==> config.mk <==
export PLATFORM = sky130hd
export DESIGN_NAME = dmem_bridge
export DESIGN_NICKNAME = d
export VERILOG_FILES = /design/src/rtl/dmem_bridge.sv
export SDC_FILE = /design/constraint.sdc
export NUM_CORES = 1
export LEC_CHECK = 0
export BUFFER_PORTS_ARGS = -buffer_cell sky130_fd_sc_hd__buf_4
export CORE_MARGIN = 4
export CORE_UTILIZATION = 49
export CTS_BUF_LIST = sky130_fd_sc_hd__clkbuf_8
export CTS_CLUSTER_DIAMETER = 60
export DETAILED_ROUTE_END_ITERATION = 16
export PLACE_DENSITY = 0.88
export SYNTH_ARGS = -nofsm -noshare
export SYNTH_HDL_FRONTEND = slang
export SYNTH_SLANG_ARGS = --single-unit
==> constraint.sdc <==
create_clock -name clk -period 3.4 [get_ports clk]
set_clock_uncertainty 0.15 [all_clocks]
set_input_delay 0.34 -clock clk [delete_from_list [all_inputs] [get_ports clk]]
set_output_delay 0.34 -clock clk [all_outputs]
set_load 0.05 [all_outputs]
==> src/rtl/dmem_bridge.sv <==
// dmem_bridge
//   Connects the memory pipeline stage to the external SRAM-like data bus,
//   which uses a req / addr_ok / data_ok handshake. The block issues at most one
//   transaction at a time. It stalls the pipeline until the transaction is
//   answered. While the pipeline is frozen, it holds the completed load result.
//   When an exception flush kills a transaction that is already on the bus, the
//   block waits for that transaction to drain.
//
// Build option:
//   DMEM_BYPASS_EN - if defined, a new request goes onto the bus in the same
//                    cycle it arrives from the memory stage (combinational
//                    path). If undefined, every bus output is driven from
//                    registers.
//
// Ports:
//   clk, resetn                       clock, async active-low reset
//   mread_valid/addr/size             load request from memory stage
//   mwrite_valid/addr/data/strobe/size store request from memory stage
//   advance                           mem->wb register updates this cycle
//   flush                             exception/eret flush of memory stage
//   data_req/wr/size/addr/wstrb/wdata bus request channel
//   data_addr_ok, data_data_ok        bus handshake responses
//   data_rdata                        bus read data
//   rd                                load data to memory stage
//   stall                             pipeline freeze to hazard unit
module dmem_bridge (
    input  logic        clk,
    input  logic        resetn,
    input  logic        mread_valid,
    input  logic [31:0] mread_addr,
    input  logic [1:0]  mread_size,
    input  logic        mwrite_valid,
    input  logic [31:0] mwrite_addr,
    input  logic [31:0] mwrite_data,
    input  logic [3:0]  mwrite_strobe,
    input  logic [1:0]  mwrite_size,
    input  logic        advance,
    input  logic        flush,
    output logic        data_req,
    output logic        data_wr,
    output logic [1:0]  data_size,
    output logic [31:0] data_addr,
    output logic [3:0]  data_wstrb,
    output logic [31:0] data_wdata,
    input  logic        data_addr_ok,
    input  logic        data_data_ok,
    input  logic [31:0] data_rdata,
    output logic [31:0] rd,
    output logic        stall
);

    typedef enum logic [1:0] {S_IDLE, S_REQ, S_WAIT, S_HOLD} state_t;

    state_t      state, state_nx;
    logic        kill, kill_nx;
    logic        pend, accept;
    logic [31:0] rd_q;

    // request fields selected from whichever side is valid
    logic        in_wr;
    logic [1:0]  in_size;
    logic [31:0] in_addr, in_wdata;
    logic [3:0]  in_wstrb;

    // latched request, held stable for the whole life of the transaction
    logic        q_wr;
    logic [1:0]  q_size;
    logic [31:0] q_addr, q_wdata;
    logic [3:0]  q_wstrb;

    assign pend     = mread_valid | mwrite_valid;
    assign accept   = (state == S_IDLE) && pend && !flush;
    assign in_wr    = mwrite_valid;
    assign in_size  = mwrite_valid ? mwrite_size   : mread_size;
    assign in_addr  = mwrite_valid ? mwrite_addr   : mread_addr;
    assign in_wstrb = mwrite_valid ? mwrite_strobe : 4'b0;
    assign in_wdata = mwrite_valid ? mwrite_data   : 32'b0;

    always_ff @(posedge clk or negedge resetn) begin
        if (!resetn) begin
            state   <= S_IDLE;
            kill    <= 1'b0;
            rd_q    <= 32'b0;
            q_wr    <= 1'b0;
            q_size  <= 2'b0;
            q_addr  <= 32'b0;
            q_wstrb <= 4'b0;
            q_wdata <= 32'b0;
        end else begin
            state <= state_nx;
            kill  <= kill_nx;
            if (accept) begin
                q_wr    <= in_wr;
                q_size  <= in_size;
                q_addr  <= in_addr;
                q_wstrb <= in_wstrb;
                q_wdata <= in_wdata;
            end
            // a write ack also loads rd_q; the value is simply never used
            if (state == S_WAIT && data_data_ok)
                rd_q <= data_rdata;
        end
    end

    always_comb begin
        state_nx = state;
        kill_nx  = kill;
        stall    = 1'b0;
        case (state)
            S_IDLE: begin
                if (accept) begin
                    stall = 1'b1;
`ifdef DMEM_BYPASS_EN
                    state_nx = data_addr_ok ? S_WAIT : S_REQ;
`else
                    state_nx = S_REQ;
`endif
                end
            end
            S_REQ: begin
                // A request cannot be withdrawn from the bus. On flush we only
                // mark it as killed and let it finish.
                stall = 1'b1;
                if (flush)
                    kill_nx = 1'b1;
                if (data_addr_ok)
                    state_nx = S_WAIT;
            end
            S_WAIT: begin
                if (data_data_ok) begin
                    // A killed transaction keeps the pipeline stalled through
                    // its drain cycle, so the dead result is never consumed.
                    stall   = kill;
                    kill_nx = 1'b0;
                    if (kill || flush || advance)
                        state_nx = S_IDLE;
                    else
                        state_nx = S_HOLD;
                end else begin
                    stall = 1'b1;
                    if (flush)
                        kill_nx = 1'b1;
                end
            end
            S_HOLD: begin
                if (advance || flush)
                    state_nx = S_IDLE;
            end
            default: state_nx = S_IDLE;
        endcase
    end

    always_comb begin
        data_req   = (state == S_REQ);
        data_wr    = q_wr;
        data_size  = q_size;
        data_addr  = q_addr;
        data_wstrb = q_wstrb;
        data_wdata = q_wdata;
`ifdef DMEM_BYPASS_EN
        if (accept) begin
            data_req   = 1'b1;
            data_wr    = in_wr;
            data_size  = in_size;
            data_addr  = in_addr;
            data_wstrb = in_wstrb;
            data_wdata = in_wdata;
        end
`endif
    end

    assign rd = (state == S_WAIT && data_data_ok) ? data_rdata : rd_q;

endmodule

# Word-level counts from Yosys, hierarchy flattened

Index checks and enable logic that the tools add are counted.

Mux-type cells: 17
Reduce and logical (&&, ||, !) cells: 10
Bitwise logic cells: 1
Equal/unequal tests: 7

Operators with widths:

| operator                                             | count |
|---|---|
| 2-to-1 mux 32 bit                                    | 3 |
| 2-to-1 mux 2 bit                                     | 6 |
| one-hot mux 2 bit (4 select lines)                   | 1 |
| != test 2 bit (second input constant)                | 3 |
| equality test 2 bit (second input constant)          | 2 |
| 2-to-1 mux 1 bit                                     | 4 |
| 2-to-1 mux 4 bit                                     | 1 |
| AND reduction 4 bit                                  | 1 |
| logical AND 1 bit                                    | 3 |
| logical OR 1 bit                                     | 3 |
| one-hot mux 1 bit (3 select lines)                   | 1 |
| equality test 2 x 1 -> 1 bit (second input constant) | 1 |
| zero test 2 bit                                      | 1 |
| != test 2 x 1 -> 1 bit (second input constant)       | 1 |
| one-hot mux 1 bit (2 select lines)                   | 1 |
| nonzero test 2 bit                                   | 1 |
| zero test 1 bit                                      | 1 |
| bitwise OR 1 bit                                     | 1 |

Register bits after elaboration: 106
Word-level logic and storage cells: 43
Output and inout port bits: 105

# Longest topological paths before layout

Gate-level depths: netlist of the first run.

Depth after elaboration: 5
Depth in mapped cells: 8
Mapped depth without buffers: 6

# Worst setup path before layout of the first run

Ideal clock, no wire load.

Path type: register to output
Start point: reg state[1]
End point: out stall
Stages on the path, launching flop included: 8
Slack: 0.864 ns
Required time: 2.910 ns
Buffers on the path: 2
Data arrival time: 2.046 ns
Path through: dfrtp_1 > inv_1 > ha_1 > nor2b_2 > o21ai_4 > buf_6 > buf_4 > a21oi_1

Longest elaborated chain between the ends: 5
Elaborated cells between the ends (all ways): 7
Classes of those cells: eq/ne: 2; mux: 2; reduce/logical: 3

RTL lines:

| what                                 | RTL line | RTL |
|---|---|---|
| start: declaration                   | 54       | `state_t state, state_nx;` |
| start signal: assignment             | 90       | `state <= state_nx;` |
| zero test 2 bit                      | 72, 109  |  |
| logical AND 1 bit (2 in series)      | 72       | `assign accept = (state == S_IDLE) && pend && !flush;` |
| 2-to-1 mux 1 bit                     | 111      | `if (accept) begin` |
| one-hot mux 1 bit (3 select lines) * | 109      | `case (state)` |
| end: declaration                     | 49       | `output logic stall` |

Mark *: on every way between the ends. The rest lies on a longest branch, timed or not.

# Final worst setup path of the first run

Start point: reg state[0]
End point: out rd[19]

Longest elaborated chain between the ends: 3

RTL lines:

| what                | RTL line | RTL |
|---|---|---|
| equality test 2 bit | 172      | `assign rd = (state == S_WAIT && data_data_ok) ? data_rdata : rd_q;` |
| logical AND 1 bit   | 172      |  |
| 2-to-1 mux 32 bit   | 172      |  |
| end: declaration    | 48       | `output logic [31:0] rd,` |

Every way passes these cells.

==> results of run 1 <==
==> power by group through the flow <==
stage,sequential (mW),clock (mW),combinational [mW]
after global routing,2.25,0.788,4.80
final,2.18,0.709,4.60
after floorplan,3.56,0,1.79
after global placement,2.17,0,4.54
after detailed placement,2.19,0,4.64
after CTS,2.18,0.729,4.64
==> final timing paths <==
| kind | from | end | slack, ns | depth (start not counted) |
|---|---|---|---|---|
| worst max-delay path | state[0] | rd[19] | 0.72 | 6 |
| worst min-delay path | data_data_ok | kill | 0.04 | 2 |
| worst max register to register | state[0] | state[1] | 1.39 | 7 |
| worst min register to register | data_addr[20] | data_addr[20] | 0.34 | 2 |
| max in group asynchronous | resetn | data_addr[17] | 2.20 | 3 |
| min in group asynchronous | resetn | data_wstrb[3] | 0.42 | 3 |
==> timing repair <==
action	in CTS	in global routing
buffers inserted	0	0
hold buffers	1	0
setup endpoints to repair	0	0
endpoints found under the hold margin	106	0
==> layout by cell type, fill, tap and decap left out, drive strengths merged <==
cell	n
o21ai	35
clkinvlp	1
and2b	1
a31oi	1
a221o	1
dfrtp	106
and2	1
inv	5
clkinv	3
o32a	1
a21o	1
nor2b	1
mux2	32
or2b	1
ha	5
nand2	35
dlygate4sd3	1
mux2i	36
a21oi	4
nor4b	1
a22o	36
buf	255
clkbuf	10
nor2	1
==> layer usage <==
metal  up-vias  wire length (um)
li1       1640                 -
met1      1656              4274
met2       167              6512
met3        14              1316
met4         0               190
met5         -                 0
==> layout make-up <==
class,count,area share [%]
clock buffer,10,2.141
clock inverter,6,0.6617
inverter,3,0.1752
multi-input combinational,193,23.59
sequential,106,41.26
tap,105,2.044
timing repair buffer,256,30.13
==> metrics by stage <==
stage	power (mW)	worst slack, ns	cells	area [um2]
finish	7.483	0.7197	679	6429
global route	7.836	0.5972	679	6429
CTS	7.546	0.7092	679	6429
detailed placement	6.827	1.110	662	6238
global placement	6.711	1.181	662	6238
floorplan	5.351	0.8641	324	4320
==> cells by family after synthesis <==
kind of cell	after synthesis	share of synthesized area [%]
AO/OA/AOI/OAI	79	12.95
AND/OR/NAND/NOR	41	4.026
buffers and inverters	25	3.504
flip-flops	106	61.40
adder cells (fa/ha/maj)	5	1.448
multiplexers	68	16.68
==> sequential cells by signal (all words and copies together) (netlist names) <==
signal,count
kill,1
rd_q,32
state,2
data_addr,32
data_size,2
data_wstrb,4
data_wdata,32
data_wr,1
==> run_results.csv, run 1 <==
group,metric,value,unit
outcome,status,"finished, final reports clean",
worst_setup_path,crit_path_max_incr_delay,0.45,ns
timing,rsz0062_at_grt,"no",
worst_setup_path,path_max_fanout,32,
grt,top_usage_layer,"met2",
floorplan,dieHeight,101.9,um
floorplan,rows,33,
worst_setup_path,path_cells,"inv_1 > ha_1 > nand2_1 > buf_4 > mux2_2 > buf_4",
grt,grt_pass1_vias,3706,
layout,nets,718,
cts,path_clk_slew,0.10,ns
grt,overflow,0,
power_and_ir_drop,p_int,3.604,mW
floorplan,fp.dieW,101.9,um
grt,met1_usage,26.05,%
worst_setup_path,critPathSlowestCell,"dfrtp_1",
worst_setup_path,startpoint_type,"register",
synthesis,ys_types,26,
layout,regArea,2653,um2
synthesis,yosysSeqAreaShare,61.40,%
layout,antenna_cells,0,
timing,fmax,373.1,MHz
synthesis,synthTopCellsByArea,"dfrtp_1 61%, mux2i_1 8.3%, mux2_2 8.3%",
timing,setup_tns,0,ns
routing,viasPerCell,5.121,
routing,final_antenna_net_count,0,
routing,drc,0,
worst_setup_path,crit_top_cell,"buf_4",
synthesis,yosysMostFrequentCell,"dfrtp_1",
cts,cts_tree,"done",
floorplan,initial_core_util,51.55,%
worst_setup_path,critical-path-top-delay-family,"buffers and inverters",
power_and_ir_drop,pwr-share-clk,9.5,%
power_and_ir_drop,pwr-share-comb,61.4,%
power_and_ir_drop,power_frac_seq,29.1,%
synthesis,synthArstFlopShare,100.0,%
power_and_ir_drop,p_switching,3.879,mW
timing,setup_viol,0,
synthesis,synth-edff-count,0,
synthesis,synthTopCellsByCount,"106 x dfrtp_1, 36 x a22o_1, 36 x mux2i_1",
synthesis,ys.flop_type,"dfrtp_1",
synthesis,synth_seq_cells,106,
synthesis,yosysTopAreaCell,"dfrtp_1",
timing,hold_slack,0.03792,ns
power_and_ir_drop,p_per_area,1164,nW/um2
worst_setup_path,worst_ep_required_time,2.91,ns
worst_setup_path,crit_buf_inv,3,
cts,cts-root-buf,"clkbuf_8",
power_and_ir_drop,leakage,3.365,nW
routing,wl_per_cell,18.11,um
worst_hold_path,hold_path_class,"input pin to register",
worst_setup_path,path_class,"register to output port",
timing,fin_crit,2.680,ns
timing,slew_headroom,60.93,%
worst_setup_path,cp_data_arrival_time,2.19,ns
synthesis,postSynthCellCount,324,
grt,grt_max_degree,107,
timing,tightestPinTransition,0.5861,ns
grt,track_usage,23.39,%
grt,grt_use_met3,8.464,%
layout,fillers,539,
place,dp_hpwl,9.568,mm
grt,grt_antenna_before_repair,0,
cts,numCtsBuffers,9,
power_and_ir_drop,peakVddDrop,775.9,uV
synthesis,syn_nets,473,
timing,hold_viol,0,
grt,grtUsageMet2,42.10,%
synthesis,syn-cell-area,4320,um2
timing,slew_violations,0,
worst_setup_path,crit_path_end_kind,"output port",
floorplan,core,8382,um2
flow_run,maxCapViolCount,0,
layout,drive_gt1_share,53.14,%
layout,multi_input_area,1516,um2
power_and_ir_drop,sw_frac_of_total,51.83,%
floorplan,ios,249,
cts,cts.repair.resized,0,
synthesis,syn_avg_cell_area,13.33,um2
layout,area_growth,48.80,%
cts,clkLatencyLatePin,0.35,ns
cts,cts_buffer_depth,2,
cts,cts_sinks,106,
cts,cts-htree-levels,3,
routing,vias,3477,
routing,dr.first_iter.drc_count,102,
place,port_buffers,248,
routing,totalWireLength,12.29,mm
grt,grt_pass1_wl,18.70,mm
floorplan,die_area,10380,um2
timing,fin_crit_sh,78.83,%
synthesis,yosysTopAreaCellShare,61.40,%
layout,post-route-util,76.70,%
synthesis,synth_warnings,0,
routing,first_pass_iters,5,
place,gp_congestion,0.7331,
Power figures use the tool's default switching activity.
==> run 2: changes to the inputs <==
--- a/config.mk
+++ b/config.mk
@@ -7,11 +7,11 @@
 export LEC_CHECK = 0
 export BUFFER_PORTS_ARGS = -buffer_cell sky130_fd_sc_hd__buf_4
 export CORE_MARGIN = 4
-export CORE_UTILIZATION = 49
+export CORE_UTILIZATION = 41
 export CTS_BUF_LIST = sky130_fd_sc_hd__clkbuf_8
 export CTS_CLUSTER_DIAMETER = 60
 export DETAILED_ROUTE_END_ITERATION = 16
-export PLACE_DENSITY = 0.88
+export PLACE_DENSITY = 0.79
 export SYNTH_ARGS = -nofsm -noshare
 export SYNTH_HDL_FRONTEND = slang
 export SYNTH_SLANG_ARGS = --single-unit
==> constraint.sdc (replaced) <==
create_clock -name clk -period 2.37 [get_ports clk]
set_clock_uncertainty 0.15 [all_clocks]
set_input_delay 0.237 -clock clk [delete_from_list [all_inputs] [get_ports clk]]
set_output_delay 0.237 -clock clk [all_outputs]
set_load 0.05 [all_outputs]
==> run 2 against run 1 <==
  * Clock-buffer cell count unchanged
  * Sequential cell count is the same
  * Wire length increased by 15%
  * Die area is 18% higher
  * Total power increased by 50%
  * Worst hold slack got worse by 0.028 ns
  * Core utilization fell by 4.1 points
  * Via count increased by 12%
  * Final cell count increased by 18%
  * Setup slack worse by 0.60 ns
  * Non-clock buffer count rose by 88
  * Global-route usage fell by 0.36 points
  * Critical endpoint is now rd[21]
==> run_results.csv, run 2 (synthesis gave the netlist of run 1 again) <==
group,metric,value,unit
outcome,status,"finished, final reports clean",
worst_setup_path,startpoint_type,"register",
layout,drive_gt1_share,46.83,%
worst_setup_path,worst_ep_required_time,1.98,ns
floorplan,die_area,12240,um2
cts,cts_tree,"done",
grt,overflow,0,
cts,cts-htree-levels,3,
flow_run,maxCapViolCount,0,
worst_setup_path,path_class,"register to output port",
timing,setup_viol,0,
floorplan,core,10280,um2
routing,totalWireLength,14.12,mm
timing,setup_tns,0,ns
timing,tightestPinTransition,0.5480,ns
layout,final_cell_mix,"252 x buf_4, 105 x dfrtp_1, 87 x dlygate4sd3_1, 36 x mux2i_1, 36 x a22o_1",
worst_setup_path,crit_path_end_kind,"output port",
worst_setup_path,crit_path_max_incr_delay,0.37,ns
cts,path_clk_slew,0.09,ns
worst_setup_path,path_cells,"inv_1 > ha_2 > nand2_4 > buf_12 > mux2_2 > buf_4",
cts,clkLatencyLatePin,0.35,ns
power_and_ir_drop,peakVddDrop,919.0,uV
worst_setup_path,cp_data_arrival_time,1.86,ns
floorplan,initial_core_util,42.04,%
cts,cts_sinks,106,
worst_setup_path,crit_buf_inv,3,
timing,rsz0062_at_grt,"no",
cts,cts-root-buf,"clkbuf_8",
place,dpl-instance-area,6291,um2
cts,numCtsBuffers,9,
routing,final_antenna_net_count,0,
routing,wl_per_cell,17.70,um
routing,viasPerCell,4.870,
layout,regArea,2654,um2
place,dp_hpwl,8.776,mm
layout,final_common_cell,"buf_4",
grt,grt_pass1_wl,22.96,mm
worst_setup_path,critPathSlowestCell,"dfrtp_2",
cts,cts_buffer_depth,2,
routing,dr.first_iter.drc_count,151,
place,gp_congestion,0.7995,
grt,track_usage,23.03,%
layout,multi_input_area,1535,um2
floorplan,dieHeight,110.7,um
timing,slew_headroom,63.46,%
grt,grt_antenna_before_repair,0,
timing,fmax,444.2,MHz
timing,slew_violations,0,
layout,nets,806,
grt,grt_max_degree,107,
worst_setup_path,critical-path-top-delay-family,"buffers and inverters",
floorplan,fp.dieW,110.7,um
worst_hold_path,hold_path_class,"input pin to register",
worst_setup_path,path_max_fanout,16,
place,port_buffers,248,
timing,fin_crit_sh,94.99,%
layout,antenna_cells,0,
timing,hold_viol,0,
power_and_ir_drop,p_per_area,1504,nW/um2
grt,grt_pass1_vias,4388,
layout,stdcell_area,7465,um2
layout,area_growth,72.78,%
timing,fin_crit,2.251,ns
routing,first_pass_iters,4,
layout,fillers,686,
floorplan,rows,37,
routing,drc,0,
floorplan,ios,249,
routing,vias,3886,
power_and_ir_drop,leakage,3.799,nW
==> run 2: metrics by stage <==
stage | worst slack, ns | hold slack (ns) | power, mW | utilization, % | cells
floorplan | 0.2096 | -0.2086 | 7.686 | - | 324
global placement | 0.3775 | 0.1967 | 9.656 | 61.21 | 691
detailed placement | 0.3025 | 0.2056 | 9.786 | 61.21 | 691
CTS | 0.03540 | 0.0009103 | 11.19 | 72.07 | 795
global route | 0.008708 | 0.003232 | 11.76 | 72.63 | 798
finish | 0.1188 | 0.009709 | 11.23 | 72.63 | 798
==> run 2: layer usage <==
layer	global-route usage, %	part of all wire, %	vias to the layer above
met5	0	0	-
met4	8.046	2.5	0
met3	6.605	7.2	28
met2	41.46	53	162
met1	25.99	37	1880
li1	-	-	1816
==> run 2: timing repair <==
| action | CTS | global route |
|---|---|---|
| hold endpoints to repair | 183 | 1 |
| hold buffers | 85 | 2 |
| cloned | 1 | 1 |
| resized for setup | 3 | 3 |
| endpoints found under the setup margin | 32 | 33 |
| buffers inserted | 2 | 0 |
==> run 2: layout make-up <==
class                      instances  share of cell area (%)
timing repair buffer             344                   38.52
sequential                       106                   35.55
multi-input combinational        193                   20.57
tap                              136                   2.280
clock buffer                      10                   1.844
clock inverter                     6                   1.090
inverter                           3                  0.1509
==> run 2: power by group <==
part,switching [mW],leakage (nW),internal (mW)
clock network,0.605,0.119,0.620
registers,0.436,1.31,2.69
logic,4.63,2.37,2.25
==> run 2: final timing paths <==
| path | from | end | slack [ns] | cells after the start |
|---|---|---|---|---|
| setup / recovery | state[0] | rd[21] | 0.12 | 6 |
| hold / removal | mwrite_addr[9] | data_addr[9] | 0.01 | 3 |
| setup reg to reg | state[1] | data_wdata[28] | 0.41 | 7 |
| hold reg to reg | data_addr[20] | data_addr[20] | 0.34 | 2 |
| max in group asynchronous | resetn | state[0] | 1.33 | 3 |
| min in group asynchronous | resetn | rd_q[9] | 0.33 | 3 |
==> run 2: tightest hold or removal path, cell delays in order <==
cell	delay (ns)
buf_4	0.08
mux2i_1	0.06
o21ai_1	0.10
